===== src/rtl/inv_linear_transfomation_if.sv =====
// Sample stream and calibration handshake of the inverse piecewise-linear mapper.
// The DUT connects through the slave modport and the driver through master.
interface inv_linear_transfomation_if #(
    parameter int DSIZE = 12
) ();
    logic                 cal_begin;
    logic                 cal_valid;
    logic [16*DSIZE-1:0]  c_table;
    logic                 in_valid;
    logic [DSIZE-1:0]     indata;
    logic                 out_valid;
    logic [DSIZE-1:0]     outdata;

    modport master (
        output cal_begin, c_table, in_valid, indata,
        input  cal_valid, out_valid, outdata
    );

    modport slave (
        input  cal_begin, c_table, in_valid, indata,
        output cal_valid, out_valid, outdata
    );
endinterface


===== src/rtl/inv_linear_transfomation.sv =====
// Inverse 16-knee piecewise-linear map: y (C knees) -> x (M knees), slopes from a serial divider.
// Latency: 3 cycles per sample, 1 sample/cycle; calibration 15*(DSIZE+DT_D+2)+1 cycles.
// No backpressure: samples arriving while cal_valid=0 are dropped. INV_LT_ROUND_EN selects rounding.
module inv_linear_transfomation #(
    parameter int                  DSIZE   = 12,
    parameter int                  DT_I    = 8,
    parameter int                  DT_D    = 4,
    parameter logic [16*DSIZE-1:0] M_TABLE = {12'd240, 12'd224, 12'd208, 12'd192,
                                              12'd176, 12'd160, 12'd144, 12'd128,
                                              12'd112, 12'd96,  12'd80,  12'd64,
                                              12'd48,  12'd32,  12'd16,  12'd0}
) (
    input logic                       clock,
    input logic                       rst,
    inv_linear_transfomation_if.slave bus
);
    localparam int NW = DSIZE + DT_D;
    localparam int RW = DT_I + DT_D;
    localparam int PW = DSIZE + DT_I + DT_D;
    localparam int CW = $clog2(NW);
    localparam logic [CW-1:0] CNT_LAST = CW'(NW - 1);
    localparam logic [RW-1:0] R_MAX    = '1;

    typedef enum logic [2:0] {IDLE, LOAD, DIV, NEXT, DONE, READY} state_t;

    function automatic logic [DSIZE-1:0] knee(input logic [16*DSIZE-1:0] tab, input logic [3:0] idx);
        return tab[idx*DSIZE +: DSIZE];
    endfunction

    state_t              state_q, state_d;
    logic [3:0]          k_q, k_d;
    logic [CW-1:0]       cnt_q, cnt_d;
    logic [NW-1:0]       quo_q, quo_d;
    logic [DSIZE-1:0]    rem_q, rem_d;
    logic [DSIZE-1:0]    den_q, den_d;
    logic                flag_q, flag_d;
    logic                cal_valid_q, cal_valid_d;
    logic [16*DSIZE-1:0] c_q, c_d;
    logic [RW-1:0]       r_q [15];
    logic [RW-1:0]       r_d [15];

    logic [DSIZE:0]      m_diff, c_diff, trial;

    always_comb begin
        state_d     = state_q;
        k_d         = k_q;
        cnt_d       = cnt_q;
        quo_d       = quo_q;
        rem_d       = rem_q;
        den_d       = den_q;
        flag_d      = flag_q;
        cal_valid_d = cal_valid_q;
        c_d         = c_q;
        r_d         = r_q;
        m_diff      = {1'b0, knee(M_TABLE, k_q + 4'd1)} - {1'b0, knee(M_TABLE, k_q)};
        c_diff      = {1'b0, knee(c_q, k_q + 4'd1)} - {1'b0, knee(c_q, k_q)};
        trial       = {rem_q, quo_q[NW-1]};

        case (state_q)
            LOAD: begin
                quo_d   = {m_diff[DSIZE-1:0], {DT_D{1'b0}}};
                den_d   = c_diff[DSIZE-1:0];
                rem_d   = '0;
                cnt_d   = '0;
                // Non-positive differences (MSB is the sign) give a zero slope
                flag_d  = m_diff[DSIZE] || (m_diff == '0) || c_diff[DSIZE] || (c_diff == '0);
                state_d = DIV;
            end
            DIV: begin
                if (trial >= {1'b0, den_q}) begin
                    rem_d = trial[DSIZE-1:0] - den_q;
                    quo_d = {quo_q[NW-2:0], 1'b1};
                end else begin
                    rem_d = trial[DSIZE-1:0];
                    quo_d = {quo_q[NW-2:0], 1'b0};
                end
                if (cnt_q == CNT_LAST) begin
                    state_d = NEXT;
                end else begin
                    cnt_d = cnt_q + 1'b1;
                end
            end
            NEXT: begin
                if (flag_q) begin
                    r_d[k_q] = '0;
                end else if (quo_q > NW'(R_MAX)) begin
                    r_d[k_q] = R_MAX;
                end else begin
                    r_d[k_q] = quo_q[RW-1:0];
                end
                if (k_q == 4'd14) begin
                    state_d = DONE;
                end else begin
                    k_d     = k_q + 4'd1;
                    state_d = LOAD;
                end
            end
            DONE: begin
                cal_valid_d = 1'b1;
                state_d     = READY;
            end
            default: ;
        endcase

        if (bus.cal_begin) begin
            state_d     = LOAD;
            k_d         = '0;
            c_d         = bus.c_table;
            cal_valid_d = 1'b0;
        end
    end

    // Data path: S1 search, S2 multiply, S3 add/saturate/clamp
    logic             vld1_q, vld1_d, lo1_q, lo1_d, hi1_q, hi1_d;
    logic [3:0]       k1_q, k1_d, k2_q, k2_d, k_s;
    logic [DSIZE-1:0] y1_q, y1_d, ck1_q, ck1_d, dy;
    logic             vld2_q, vld2_d, lo2_q, lo2_d, hi2_q, hi2_d;
    logic [PW-1:0]    p2_q, p2_d;
    logic             out_valid_q, out_valid_d;
    logic [DSIZE-1:0] outdata_q, outdata_d, x;
    logic [PW:0]      p_adj, sum;

    always_comb begin
        k_s = '0;
        for (int i = 1; i < 15; i++) begin
            if (bus.indata >= knee(c_q, 4'(i))) k_s = 4'(i);
        end
        vld1_d = bus.in_valid & cal_valid_q;
        lo1_d  = bus.indata < knee(c_q, 4'd0);
        hi1_d  = bus.indata >= knee(c_q, 4'd15);
        k1_d   = k_s;
        y1_d   = bus.indata;
        ck1_d  = knee(c_q, k_s);

        dy     = y1_q - ck1_q;
        vld2_d = vld1_q;
        lo2_d  = lo1_q;
        hi2_d  = hi1_q;
        k2_d   = k1_q;
        p2_d   = {{RW{1'b0}}, dy} * {{DSIZE{1'b0}}, r_q[k1_q]};

`ifdef INV_LT_ROUND_EN
        p_adj = {1'b0, p2_q} + (PW+1)'(2**(DT_D-1));
`else
        p_adj = {1'b0, p2_q};
`endif
        sum = {{(PW+1-DSIZE){1'b0}}, knee(M_TABLE, k2_q)} + (p_adj >> DT_D);
        x   = (|sum[PW:DSIZE]) ? '1 : sum[DSIZE-1:0];
        if (lo2_q) begin
            x = knee(M_TABLE, 4'd0);
        end else if (hi2_q) begin
            x = knee(M_TABLE, 4'd15);
        end
        out_valid_d = vld2_q;
        outdata_d   = vld2_q ? x : outdata_q;
    end

    always_ff @(posedge clock) begin
        if (rst) begin
            state_q     <= IDLE;
            k_q         <= '0;
            cnt_q       <= '0;
            quo_q       <= '0;
            rem_q       <= '0;
            den_q       <= '0;
            flag_q      <= 1'b0;
            cal_valid_q <= 1'b0;
            c_q         <= '0;
            for (int i = 0; i < 15; i++) r_q[i] <= '0;
            vld1_q      <= 1'b0;
            lo1_q       <= 1'b0;
            hi1_q       <= 1'b0;
            k1_q        <= '0;
            y1_q        <= '0;
            ck1_q       <= '0;
            vld2_q      <= 1'b0;
            lo2_q       <= 1'b0;
            hi2_q       <= 1'b0;
            k2_q        <= '0;
            p2_q        <= '0;
            out_valid_q <= 1'b0;
            outdata_q   <= '0;
        end else begin
            state_q     <= state_d;
            k_q         <= k_d;
            cnt_q       <= cnt_d;
            quo_q       <= quo_d;
            rem_q       <= rem_d;
            den_q       <= den_d;
            flag_q      <= flag_d;
            cal_valid_q <= cal_valid_d;
            c_q         <= c_d;
            r_q         <= r_d;
            vld1_q      <= vld1_d;
            lo1_q       <= lo1_d;
            hi1_q       <= hi1_d;
            k1_q        <= k1_d;
            y1_q        <= y1_d;
            ck1_q       <= ck1_d;
            vld2_q      <= vld2_d;
            lo2_q       <= lo2_d;
            hi2_q       <= hi2_d;
            k2_q        <= k2_d;
            p2_q        <= p2_d;
            out_valid_q <= out_valid_d;
            outdata_q   <= outdata_d;
        end
    end

    assign bus.cal_valid = cal_valid_q;
    assign bus.out_valid = out_valid_q;
    assign bus.outdata   = outdata_q;
endmodule


===== src/flat_wrapper.sv =====
// flat-port wrapper written by rule: the top's interface ports become plain ports
module inv_linear_transfomation_flat 
#(
    parameter int                  DSIZE   = 12,
    parameter int                  DT_I    = 8,
    parameter int                  DT_D    = 4,
    parameter logic [16*DSIZE-1:0] M_TABLE = {12'd240, 12'd224, 12'd208, 12'd192,
                                              12'd176, 12'd160, 12'd144, 12'd128,
                                              12'd112, 12'd96,  12'd80,  12'd64,
                                              12'd48,  12'd32,  12'd16,  12'd0}
)
  (clock, rst, bus_cal_begin, bus_c_table, bus_in_valid, bus_indata, bus_cal_valid, bus_out_valid, bus_outdata);
  inv_linear_transfomation_if #(.DSIZE(DSIZE)) bus_i ();
  input logic clock;
  input logic rst;
  input wire logic [$bits(bus_i.cal_begin)-1:0] bus_cal_begin;
  input wire logic [$bits(bus_i.c_table)-1:0] bus_c_table;
  input wire logic [$bits(bus_i.in_valid)-1:0] bus_in_valid;
  input wire logic [$bits(bus_i.indata)-1:0] bus_indata;
  output wire logic [$bits(bus_i.cal_valid)-1:0] bus_cal_valid;
  output wire logic [$bits(bus_i.out_valid)-1:0] bus_out_valid;
  output wire logic [$bits(bus_i.outdata)-1:0] bus_outdata;
  assign bus_i.cal_begin = bus_cal_begin;
  assign bus_i.c_table = bus_c_table;
  assign bus_i.in_valid = bus_in_valid;
  assign bus_i.indata = bus_indata;
  assign bus_cal_valid = bus_i.cal_valid;
  assign bus_out_valid = bus_i.out_valid;
  assign bus_outdata = bus_i.outdata;
  inv_linear_transfomation #(.DSIZE(DSIZE), .DT_I(DT_I), .DT_D(DT_D), .M_TABLE(M_TABLE)) u_core (.clock(clock), .rst(rst), .bus(bus_i));
endmodule

===== config.mk =====
export PLATFORM = sky130hd
export DESIGN_NAME = inv_linear_transfomation_flat
export DESIGN_NICKNAME = d
export VERILOG_FILES = /design/src/rtl/inv_linear_transfomation_if.sv /design/src/rtl/inv_linear_transfomation.sv /design/src/flat_wrapper.sv
export SDC_FILE = /design/constraint.sdc
export NUM_CORES = 2
export LEC_CHECK = 0
export CORE_ASPECT_RATIO = 1.75
export CORE_UTILIZATION = 45
export DETAILED_ROUTE_END_ITERATION = 10
export PLACE_DENSITY = 0.66
export SLEW_MARGIN = 20
export SYNTH_ARGS = -nofsm -noshare
export SYNTH_HDL_FRONTEND = slang
export SYNTH_SLANG_ARGS = --single-unit

===== constraint.sdc =====
create_clock -name clock -period 7.25 [get_ports clock]
set_input_delay 1.45 -clock clock [delete_from_list [all_inputs] [get_ports clock]]
set_output_delay 1.45 -clock clock [all_outputs]
set_load 0.005 [all_outputs]

======== After elaboration in Yosys (flattened, before gate mapping) ========
Index checks and enable logic that the tools add are counted.
storage, ports and cells
  flip-flop bits (word level) ............. 500
  input port bits ......................... 208
  output and inout port bits .............. 14
  word-level logic and storage cells ...... 143
cells by class
  $add $sub $neg .......................... 7
  multipliers ............................. 5
  $lt $le $gt $ge ......................... 21
  equality and inequality tests ........... 9
  shift-type cells ........................ 6
  mux-type cells .......................... 35
  bitwise operators ....................... 7
  reduce and logical (&&, ||, !) cells .... 15
operators by type and width
  operator                     number
  $shiftx A192 B9 Y12          3
  $shiftx A192 B9 Y12 const A  3
  $mux W180                    2
  $and A180 B180 Y180          1
  $bwmux W180                  1
  $ge A12 B12 Y1               15
  $not A180 Y180               1
  $or A180 B180 Y180           1
  $mux W12                     7
  $bmux W12 S4                 1
  $demux W12 S4                1
  $mux W4                      8
  $pmux W16 S2                 1
  $logic_not A13 Y1            2
  $sub A12 B12 Y13             2
  $mul A12 B12 Y24             1
  $mul A4 B2 Y6 const B        4
  $pmux W12 S2                 1
  $sub A12 B12 Y12             2
  $add A12 B20 Y21             1
  $mux W3                      6
  $gt A16 B12 Y1 const B       1
  $ge A13 B12 Y1               1
  $reduce_or A13 Y1            1
  other kinds (25)             38

======== Logic depth before layout (Yosys ltp) ========
  depth in word-level cells ............... 17
  mapped depth ............................ 33
  gate-level depth less buffers ........... 32

======== Least setup slack after synthesis ========
Ideal clock, no wire load.
  path type ............................... register to register
  start ................................... register u_core.k1_q[0]
  end ..................................... register u_core.p2_q[23]
  setup time .............................. 128 ps
  data arrival time ....................... 7294 ps
  required time ........................... 7122 ps
  slack ................................... -172 ps
  stages on the path, launching flop included .. 27
  buffers on the path ..................... 4
  period minus slack after synthesis ...... 7422 ps
  cells stage by stage .................... dfxtp_1 > buf_2 > buf_1 > buf_1 > mux4_2 > mux4_2 > buf_2 > nand2_1 > fa_1 > fa_1 > inv_1 > fa_1 > fa_1 > inv_1 > fa_1 > inv_1 > ha_1 > and2_1 > o21ai_0 > o31a_1 > a211o_1 > o21ai_0 > or4_1 > a31oi_1 > o21ai_0 > xnor2_1 > nor2_1
on the way
  cells in the longest elaborated chain, start to end .. 5
ends and longest elaborated chain
  what                                          RTL line                         RTL
  from (decl)                                   inv_linear_transfomation.sv:115  logic [3:0] k1_q, k1_d, k2_q, k2_d, k_s;
  from (signal assigned)                        inv_linear_transfomation.sv:197  k1_q <= k1_d;
  $not A4 Y5 (implied by the code)              inv_linear_transfomation.sv:140  p2_d = {{RW{1'b0}}, dy} * {{DSIZE{1'b0}}, r_q[k1_q]};
  $bmux W12 S4                                  inv_linear_transfomation.sv:140
  $mux W12 (implied by the code) (2 in series)  inv_linear_transfomation.sv:140
  $mul A12 B12 Y24                              inv_linear_transfomation.sv:140
  to (signal assigned)                          inv_linear_transfomation.sv:204  p2_q <= p2_d;
  to (decl)                                     inv_linear_transfomation.sv:118  logic [PW-1:0] p2_q, p2_d;
Every way passes these cells. The select of a mux whose other input is x is not followed.
A chain may end at the register's enable or synchronous reset.

======== Final worst setup path ========
  start ................................... register u_core.y1_q[0]
  end ..................................... register u_core.p2_q[23]
on the way
  cells in the longest elaborated chain, start to end .. 2
ends and longest elaborated chain
  what                    RTL line                         RTL
  from (decl)             inv_linear_transfomation.sv:116  logic [DSIZE-1:0] y1_q, y1_d, ck1_q, ck1_d, dy;
  from (signal assigned)  inv_linear_transfomation.sv:198  y1_q <= y1_d;
  $sub A12 B12 Y12        inv_linear_transfomation.sv:135  dy = y1_q - ck1_q;
  $mul A12 B12 Y24        inv_linear_transfomation.sv:140
Every way passes these cells.

==> impl_results.md <==
- Yosys Warn Count: 0
- Compound-Gate Fraction of Synth Area: 10.6%
- Setup violators final: 0
- Vias in the first global route: 29,400
- FILL cells: 7,166
- Initial antenna violation count: 4
- Register area: 9940 sq um
- Final setup margin: 0.321 ns
- WP data arrival: between 7 and 8 ns
- Setup crit end kind: register
- Period utilization: 95.6%
- Pwr dens: 185 nW/um^2
- Post-Layout Cell Count: 5,103
- Total Routing Usage GR: 32.1%
- Hold Fails Final Rpt: 0
- Yosys cell types: slightly above 70
- Worst vdd ir: ~0.00018 V
- DR vias: a little under 30,000
- Clock Sinks: 496
- RSZ-0062 raised after global routing: true
- Number of synthesized register bits: just under 500
- First-pass GRT wire length: about 180,000 um
- Max cap viols: 0
- Post-synth top area cell: dfxtp_1
- DRC: 0
- Core Region: 76,300 sq um
- Hold Path Class: reg2reg
- Most common flop cell mapped by yosys: dfxtp_1
- Rel. slew slack: 25.0%
- Fin crit period: 6.93 ns
- Syn Nets: ~4,500
- Detailed Route WL: 124,000 um
- Synth Area per Inst: 8.91 sq um
- Row count: 134
- CP dominant cell by count: fa_1
- Post-synth EDFFs: 0
- Hpwl dp: 96,000 um
- Post-Synthesis Cells: 3,887
- Remaining antenna violation count after routing: 0
- DR vias/cell: 5.81
- Pins Over Slew Limit: 0
- Die Wd: approximately 210 um
- Syn Std Cell Area: ~35,000 sq um
- Critical path launch point type: register
- TritonRoute pass-1 iters: 6
- Area grow syn2layout: 15.7%
- Die Footprint: 78,100 sq um
- Top-count cell post-synth: nor2_1
- Placed instance count: 5,005
- Outcome: finished clean
- Setup WS pre-CTS: -0.240 ns
- Top cell type's share of synthesized area: ~29%
- CTS tree: done
- Drt wl/cell: between 20 and 25 um
- GRT Residual Overflow: 0
- DR iter-0 viols: 2,142
- Dpl cell area: 38,300 sq um
- # H-tree levels: 2
- Largest net degree at the start of global routing: 100
- Post-synthesis mux area share: 19.8%
- Synth top area cells: dfxtp_1 (29%), mux4_2 (11%), ha_1 (11%)
- Initial Util: a little under half
- CTS buffer count: 49
- Largest family of logic cells by synthesized area: multiplexers
- Leakage Power: 17.1 nW
- XOR/XNOR Fraction of Synth Area: roughly 1.3%
- Final Util: 52.5%
- Synth Area in Simple Gates: 16.0%
- Bufs on Longest Clock Path: 3
- FMAX: approximately 0.14 GHz
- CTS clk-pin slew, worst paths: 0.07 ns
- Clock Skews: 0.0258 ns
- Die Height: 369 um
- Port bufs: 221
- Multi-input gate area: between 20,000 and 25,000 sq um
- Required time worst endpoint: 7.74 ns
- Final instance area: between 40,000 and 50,000 sq um
- Max incr delay on CP: 0.57 ns
- Boundary Pins: 222
- Clk root buf: clkbuf_16
- Nets: 4,647
- Adder-cell share of the synthesized area: 16.7%
- CP max-delay cell: fa_1
- Async SR Flop Fraction: 0%
- Share of post-route cells with drive strength above 1: 10.4%
- Most frequent cells after synthesis: nor2_1 (514), dfxtp_1 (496), inv_1 (370), a21oi_1 (308), mux2i_1 (305)
- Clock latency on the worst-skew pair: around 0.63 ns
- Seq/Total Area, Yosys: 28.7%
- Worst-Margin Slew: about 1.1 ns
- Final Wtd Congestion: 1.01
- CP Max Fanout: 2
- # hold bufs at CTS: 0
- Min Hold Slack: 0.451 ns
- Setup CP Type: reg2reg
placed cells by master (no fill, tap or decap), types with 8 or more instances in the layout:
cell             Yosys  layout
xor2_1              20      20
fa_1               104     103
a31oi_1              9       8
a22oi_1             23      23
inv_1              370     370
a21o_1              26      25
o21a_1              11      11
mux4_2             168     168
o21ai_1             10      19
diode_2              0       8
buf_4                3     130
a221oi_1             9       9
clkbuf_8             0      10
o22a_1              11      11
o211ai_1            28      28
clkdlybuf4s50_1      0     219
nand2b_1            55      55
ha_1               296     293
clkbuf_1           195       9
nor3_1             210     208
dfxtp_1            496     492
mux2i_1            305     300
o21ai_0             97      88
xnor2_1             32      32
nand3_1             31      31
clkbuf_16            0      49
a211oi_1            19      19
nand4_1             12      12
and3_1              15      15
or3_1               19      19
nor2_1             514     512
and2_1              42      42
nand2_1            231     231
a21oi_1            308     306
nor2b_1             64      63
worst max-delay path, delay by kind of cell, from the launching register on:
family,cells,cell delay [ns]
buffers and inverters,4,0.19
flip-flops,1,0.31
XOR/XNOR,2,0.34
AO/OA/AOI/OAI,11,1.61
adder cells (fa/ha/maj),8,3.45
AND/OR/NAND/NOR,6,0.90
power breakdown:
group          internal (mW)  leakage [nW]  switching [mW]
Combinational          0.728          12.3           0.973
Clock                   1.57         0.828            1.16
Sequential              2.82          4.05           0.162
state kept, by name (all words and copies together), names as in the netlist, 12 cells and up:
| signal | cells |
|---|---|
| u_core.rem_q | 12 |
| u_core.p2_q | 20 |
| u_core.c_q | 192 |
| u_core.r_q | 180 |
| u_core.ck1_q | 12 |
| u_core.den_q | 12 |
| u_core.quo_q | 16 |
| u_core.bus.outdata | 12 |
| u_core.y1_q | 12 |
metal layers:
| layer | global-route usage (%) | up-vias | share of wire [%] |
|---|---|---|---|
| met5 | 0 | - | 0 |
| met4 | 31.1 | 0 | 12 |
| met1 | 33.7 | 14400 | 35 |
| li1 | - | 13700 | - |
| met2 | 54.6 | 1144 | 48 |
| met3 | 4.13 | 425 | 5.0 |
worst paths after layout:
check,depth (start not counted),endpoint,slack [ns],startpoint
min reg2reg,1,u_core.lo2_q$_SDFF_PP0_,0.45,u_core.lo1_q$_SDFF_PP0_
max,31,u_core.p2_q[23]$_SDFF_PP0_,0.32,u_core.y1_q[0]$_SDFF_PP0_
min,1,u_core.lo2_q$_SDFF_PP0_,0.45,u_core.lo1_q$_SDFF_PP0_
max reg2reg,31,u_core.p2_q[23]$_SDFF_PP0_,0.32,u_core.y1_q[0]$_SDFF_PP0_
area by class of cell:
class	instances	area share [%]
clock inverters	19	0.709
repair buffers	358	8.33
diodes	8	0.0500
clock buffers	68	3.49
flip-flops and latches	496	24.8
multi-input cells	2763	56.0
inverters	371	3.48
well taps	1020	3.19
logic make-up (layout without fill, tap and decap cells):
logic type               Yosys count  after routing
buffers and inverters            628            816
flip-flops                       496            496
other                              0              8
XOR/XNOR                          52             52
adder cells (fa/ha/maj)          400            400
multiplexers                     474            474
AO/OA/AOI/OAI                    613            613
AND/OR/NAND/NOR                 1224           1224
what timing repair did:
action / in CTS / in global routing
endpoints found under the setup margin: 4 / 8
setup buffers: 0 / 3
pin swaps: 0 / 13
gates resized for setup: 6 / 25
metrics by stage:
step                TNS [ns]  total power [mW]
floorplan                  0              3.98
global placement      -0.417              4.67
detailed placement    -0.791              4.69
CTS                        0              7.42
global route          -0.220              7.68
finish                     0              7.41
Power figures use the tool's default switching activity.
